<file path="src/rtl/mem_arbiter.sv">
// Arbitrates icache and dcache miss/writeback traffic onto the single RAM port, retrying on RAM error.
// Optional ARB_FAIR_EN macro enables round-robin between simultaneous icache/dcache requests.
module mem_arbiter #(
    parameter int WORD_W   = 32,
    parameter int ERRCNT_W = 8
) (
    input  logic                CLK,
    input  logic                nRST,
    input  logic                iREN,
    input  logic [WORD_W-1:0]   iaddr,
    input  logic                dREN,
    input  logic                dWEN,
    input  logic [WORD_W-1:0]   daddr,
    input  logic [WORD_W-1:0]   dstore,
    output logic                iwait,
    output logic                dwait,
    output logic [WORD_W-1:0]   iload,
    output logic [WORD_W-1:0]   dload,
    output logic                ramREN,
    output logic                ramWEN,
    output logic [WORD_W-1:0]   ramaddr,
    output logic [WORD_W-1:0]   ramstore,
    input  logic [WORD_W-1:0]   ramload,
    input  logic [1:0]          ramstate,
    output logic [ERRCNT_W-1:0] err_cnt
);

    localparam logic [1:0] RS_ACCESS = 2'b10;
    localparam logic [1:0] RS_ERROR  = 2'b11;

    typedef enum logic [1:0] {IDLE, DSERV, ISERV, RETRY} state_t;

    state_t              state, state_nxt;
    logic                saved_d, saved_d_nxt;
    logic                we_reg, we_nxt;
    logic [WORD_W-1:0]   addr_reg, addr_nxt;
    logic [WORD_W-1:0]   store_reg, store_nxt;
    logic                err_hit;
    logic                dreq;
    logic                grant_d;

    function automatic logic [ERRCNT_W-1:0] sat_inc(input logic [ERRCNT_W-1:0] v);
        return (&v) ? v : v + ERRCNT_W'(1);
    endfunction

    assign dreq = dREN | dWEN;

`ifdef ARB_FAIR_EN
    logic last_d, last_d_nxt;

    // last_d=0 means the icache had the last grant, so a tie goes to the dcache
    assign grant_d = dreq & (~iREN | ~last_d);

    always_ff @(posedge CLK or negedge nRST) begin
        if (!nRST) last_d <= 1'b0;
        else       last_d <= last_d_nxt;
    end

    always_comb begin
        last_d_nxt = last_d;
        if (state == IDLE) begin
            if (grant_d)   last_d_nxt = 1'b1;
            else if (iREN) last_d_nxt = 1'b0;
        end
    end
`else
    assign grant_d = dreq;
`endif

    always_ff @(posedge CLK or negedge nRST) begin
        if (!nRST) begin
            state     <= IDLE;
            saved_d   <= 1'b0;
            we_reg    <= 1'b0;
            addr_reg  <= '0;
            store_reg <= '0;
            err_cnt   <= '0;
        end else begin
            state     <= state_nxt;
            saved_d   <= saved_d_nxt;
            we_reg    <= we_nxt;
            addr_reg  <= addr_nxt;
            store_reg <= store_nxt;
            if (err_hit) err_cnt <= sat_inc(err_cnt);
        end
    end

    always_comb begin
        state_nxt   = state;
        saved_d_nxt = saved_d;
        we_nxt      = we_reg;
        addr_nxt    = addr_reg;
        store_nxt   = store_reg;
        err_hit     = 1'b0;
        iwait       = 1'b1;
        dwait       = 1'b1;
        case (state)
            IDLE: begin
                if (grant_d) begin
                    state_nxt = DSERV;
                    addr_nxt  = daddr;
                    store_nxt = dstore;
                    we_nxt    = dWEN;
                end else if (iREN) begin
                    state_nxt = ISERV;
                    addr_nxt  = iaddr;
                    we_nxt    = 1'b0;
                end
            end
            DSERV: begin
                if (ramstate == RS_ACCESS) begin
                    dwait     = 1'b0;
                    state_nxt = IDLE;
                end else begin
                    err_hit = (ramstate == RS_ERROR);
                    if (!dreq) begin
                        state_nxt = IDLE;
                    end else if (ramstate == RS_ERROR) begin
                        state_nxt   = RETRY;
                        saved_d_nxt = 1'b1;
                    end
                end
            end
            ISERV: begin
                if (ramstate == RS_ACCESS) begin
                    iwait     = 1'b0;
                    state_nxt = IDLE;
                end else begin
                    err_hit = (ramstate == RS_ERROR);
                    if (!iREN) begin
                        state_nxt = IDLE;
                    end else if (ramstate == RS_ERROR) begin
                        state_nxt   = RETRY;
                        saved_d_nxt = 1'b0;
                    end
                end
            end
            RETRY: begin
                // One dead cycle on the RAM port, then reissue the latched request
                if (saved_d) state_nxt = dreq ? DSERV : IDLE;
                else         state_nxt = iREN ? ISERV : IDLE;
            end
            default: state_nxt = IDLE;
        endcase
    end

    assign ramREN   = (state == ISERV) | ((state == DSERV) & ~we_reg);
    assign ramWEN   = (state == DSERV) & we_reg;
    assign ramaddr  = addr_reg;
    assign ramstore = store_reg;
    assign iload    = ramload;
    assign dload    = ramload;

endmodule

</file>
<file path="config.mk">
export PLATFORM = sky130hd
export DESIGN_NAME = mem_arbiter
export DESIGN_NICKNAME = d
export VERILOG_FILES = /design/src/rtl/mem_arbiter.sv
export SDC_FILE = /design/constraint.sdc
export NUM_CORES = 1
export LEC_CHECK = 0
export ABC_AREA = 1
export ABC_CLOCK_PERIOD_IN_PS = 2700
export BUFFER_PORTS_ARGS = -buffer_cell sky130_fd_sc_hd__buf_2
export CORE_AREA = 2 2 105 107
export CTS_CLUSTER_SIZE = 16
export DETAILED_ROUTE_END_ITERATION = 16
export DIE_AREA = 0 0 107 109
export MAX_ROUTING_LAYER = met4
export PLACE_DENSITY = 0.72
export SYNTH_ARGS = -nofsm -noshare
export SYNTH_HDL_FRONTEND = slang
export SYNTH_SLANG_ARGS = --single-unit
</file>
<file path="constraint.sdc">
create_clock -name CLK -period 2.7 [get_ports CLK]
set_input_delay 0.405 -clock CLK [delete_from_list [all_inputs] [get_ports CLK]]
set_output_delay 0.405 -clock CLK [all_outputs]
set_load 0.005 [all_outputs]
</file>
# After elaboration in Yosys (flattened, before gate mapping)
# Cells that the tools add are included.
[totals]
ff_bits = 76
inputBits = 135
output_inout_bits = 140
elab_cells = 61
[classes]
add_sub_neg = 1
n_eq_ne = 12
muxes = 27
bitwise_logic = 6
n_reduce_logical = 9
[op_table]
columns = ["operator", "n"]
rows = [
  ["2-to-1 mux 32 bit", 2],
  ["2-to-1 mux 2 bit", 9],
  ["2-to-1 mux 1 bit", 14],
  ["!= test 2 bit, second input constant", 6],
  ["adder 8 x 1 -> 8 bit, second input constant", 1],
  ["equality test 2 bit, second input constant", 4],
  ["case mux 2 bit (4 select lines)", 1],
  ["AND reduction 8 bit", 1],
  ["AND reduction 7 bit", 1],
  ["AND reduction 2 bit", 3],
  ["nonzero test 2 bit", 2],
  ["!= test 3 bit, second input constant", 1],
  ["AND 1 bit", 2],
  ["equality test 2 x 1 -> 1 bit, second input constant", 1],
  ["zero test 2 bit", 1],
  ["NOT 1 bit", 2],
  ["bitwise OR 1 bit", 2],
  ["case mux 1 bit (2 select lines)", 1],
  ["OR reduction 2 bit", 1],
]

# Longest topological paths before layout
[logic_depth]
ltp_word = 5
depth_mapped = 8
mapped_depth_nobuf = 8

# Least setup slack after synthesis
# No wires, ideal clock.
[synth_path]
path_kind = "register -> register"
start = "reg state[0]"
end = "reg addr_reg[15], in the netlist ramaddr[15]"
setup_time_ns = 0.082
arrival_ns = 1.401
required_time_ns = 2.618
setup_slack_ns = 1.217
path_stages_with_launch = 8
n_path_buf = 2
path_cell_list = "dfrtp_1 > inv_1 > ha_1 > a21boi_2 > buf_4 > buf_4 > nor2_1 > a31oi_1"
[synth_between]
elab_chain_cells = 2
[synth_rtl]
columns = ["element", "line_no", "rtl"]
rows = [
  ["from (decl)", "33", "state_t state, state_nxt;"],
  ["from (signal assigned)", "79", "state <= state_nxt;"],
  ["zero test 2 bit", "97", "case (state)"],
  ["AND reduction 2 bit (no source line)", "-", ""],
  ["to (signal assigned)", "82", "addr_reg <= addr_nxt;"],
  ["to (decl)", "36", "logic [WORD_W-1:0] addr_reg, addr_nxt;"],
]
# Every way passes these cells.
# A chain may end at the register's enable or synchronous reset.

# Final worst setup path
[layout_path]
start = "reg state[1]"
end = "reg addr_reg[1], in the netlist ramaddr[1]"
# The elaborated chain is that of the path after synthesis.

==> flow_metrics.tcl <==
set metrics [dict create \
    final_util_pct 43.9 \
    power.share.switching_pct 35.3 \
    stdcell_area_um2 4650 \
    grt_overflow 0 \
    drt-total-wl_um 8880 \
    synthesis.nets 555 \
    clk_latency_ns 0.34 \
    start_util_pct 36.9 \
    core_area_um2 10600 \
    seq_power_share_pct 40.4 \
    dp.cells 654 \
    via_per_inst 4.63 \
    die_h_um 109 \
    hold_path_class "in -> async" \
    synth_cells 414 \
    worstPathArrival_ns 2.20 \
    switching_power_mw 1.77 \
    hold_viol 0 \
    regToRegSetupSlack_ns 0.75 \
    crit_slowest_cell "buf_4" \
    clockPowerShare_pct 19.2 \
    layout_common_cells "buf_2, nand2_1, dfrtp_1" \
    avgSynthCellArea_um2 9.45 \
    yosysSeqAreaShare_pct 48.6 \
    drive_above_1_share_pct 43.0 \
    htreeDepth 3 \
    fmax_mhz 514 \
    ys_warn_count 0 \
    cts_root_buf "clkbuf_8" \
    drc_errors 0 \
    slew_violations 0 \
    rows 38 \
    synth-seq-cells 76 \
    status "finished clean" \
    hpwl_um 6770 \
    path_buf_inv 2 \
    cts_resized 0 \
    clockBufferDepth 2 \
    netlist_area_um2 3910 \
    grt_util_all_layers_pct 15.2 \
    final_common_cell "buf_2" \
    dieWidth_um 107 \
    wl_per_cell_um 13.2 \
    rsz0062_at_grt "no" \
    clk_pin_slew_ns 0.08 \
    fin_skew_ns 0.00553 \
    max_cap_violations 0 \
    area.growth.synth_to_final_pct 18.8 \
    num-nets-final 666 \
    min_period_over_period_pct 72.1 \
    power.density_nw_per_um2 1080 \
    intPower_mw 3.24 \
    io_pins 275 \
    crit_required_ns 2.95 \
    path_class "reg -> reg" \
    setup_total_negative_slack_ns 0 \
    combPwrFrac_pct 40.5 \
    holdBufCountCts 0 \
    first_pass_iters 4 \
    multiInputGateArea_um2 1370 \
    grt_pass1_vias 3009 \
    seqCellArea_um2 1900 \
    ant_nets 0 \
    place_congestion 0.799 \
    stdcell_count 671 \
    worst_setup_path_start_kind "register" \
    synth_cell_types 26 \
    crit_chain "inv_1 -> ha_1 -> a21boi_4 -> buf_4 -> nor2_1 -> a31oi_1" \
    grt_max_degree 77 \
    end_kind "register" \
    placed_area_um2 4420 \
    drt_iter0_drc 125 \
    reg2reg_to "ramaddr[1]$_DFFE_PN0P_" \
    reg2reg_depth 6 \
    power.total_mw 5.02 \
    num_vias 3104 \
    cts.sinks 76 \
    path_delay_family "buffers and inverters" \
    ir_worst_vdd_uv 437 \
    antenna_found_initial 0 \
    worstMarginPinSlew_ns 0.932 \
    cts_tree "yes" \
    r2r_start "state[1]$_DFFE_PN0P_" \
    die_area_um2 11700 \
    cp-startpoint "state[1]$_DFFE_PN0P_" \
    numCtsBuffers 9 \
    crit_path_max_incr_delay_ns 0.49 \
    crit_cells 6 \
    grt_first_pass_wirelength_um 13600 \
    nFillCells 1029 \
    post-cts-setup-buffers 0 \
    period_minus_slack_ns 1.95 \
    setup_viol 0 \
    crit_path_end "ramaddr[1]$_DFFE_PN0P_" \
    critical_path_peak_fanout 65 \
    power_leakage_nw 2.34 \
    slew_headroom_pct 37.9 \
    portBuffers 178 \
]
kinds of logic (layout without fill, tap and decap cells):
kind of cell,count (synthesis),count (layout),synth area share [%]
AO/OA/AOI/OAI,45,45,7.00
XOR/XNOR,6,6,1.34
adder cells (fa/ha/maj),6,6,1.92
buffers and inverters,98,214,16.6
flip-flops,76,76,48.6
multiplexers,32,32,9.21
other,0,1,0
AND/OR/NAND/NOR,151,151,15.3
how the worst min path moves through the flow:
stage | startpoint | endpoint | slack, ns
floorplan | nRST | err_cnt[0]$_DFFE_PN0P_ | 0.11
global placement | ramstore[4]$_DFFE_PN0P_ | ramstore[4]$_DFFE_PN0P_ | 0.47
detailed placement | ramstore[6]$_DFFE_PN0P_ | ramstore[6]$_DFFE_PN0P_ | 0.48
CTS | nRST | ramaddr[15]$_DFFE_PN0P_ | 0.23
global route | dstore[6] | ramstore[6]$_DFFE_PN0P_ | 0.26
finish | nRST | ramaddr[21]$_DFFE_PN0P_ | 0.20
synthesized netlist by cell type, drive strengths merged:
cell | instances | area (µm²)
nand4 | 1 | 6.26
nor3 | 3 | 15.0
a21oi | 4 | 20.0
xor2 | 5 | 43.8
nand2 | 98 | 375
buf | 75 | 562
a21boi | 1 | 11.3
inv | 18 | 70.1
nand3b | 1 | 7.51
mux2 | 32 | 360
ha | 6 | 75.1
xnor2 | 1 | 8.76
dfrtp | 76 | 1900
o21ai | 7 | 35.0
clkbuf | 5 | 18.8
nor2 | 42 | 165
nand3 | 6 | 30.0
o21bai | 1 | 7.51
a31oi | 32 | 200
stage by stage:
step           setup slack, ns  hold WS [ns]
6_report                 0.754         0.199
3_5_place_dp             0.766         0.484
2_1_floorplan             1.22         0.109
4_1_cts                  0.749         0.231
3_3_place_gp             0.861         0.468
5_1_grt                  0.569         0.256
per-layer routing:
metal / track usage [%] / vias to the layer above / routed length (µm)
met5: - / - / 0
met4: 7.05 / 0 / 179
met3: 4.24 / 24 / 668
met2: 26.3 / 127 / 4540
met1: 16.1 / 1454 / 3500
li1: - / 1499 / -
area by class of cell:
type | count | area share, %
Antenna cell | 1 | 0.0538
Multi-Input combinational cell | 240 | 29.4
Clock inverter | 7 | 2.15
Inverter | 18 | 1.51
Clock buffer | 9 | 2.66
Timing Repair Buffer | 180 | 19.5
Tap cell | 140 | 3.77
Sequential cell | 76 | 40.9
power groups by stage:
stage	logic, mW	registers (mW)	clock network [mW]
finish	2.03	2.02	0.962
global route	2.28	2.09	1.05
CTS	2.06	2.03	1.00
detailed placement	2.06	2.05	0
global placement	1.99	2.02	0
floorplan	1.30	2.06	0
(Power assumes the default switching activity.)
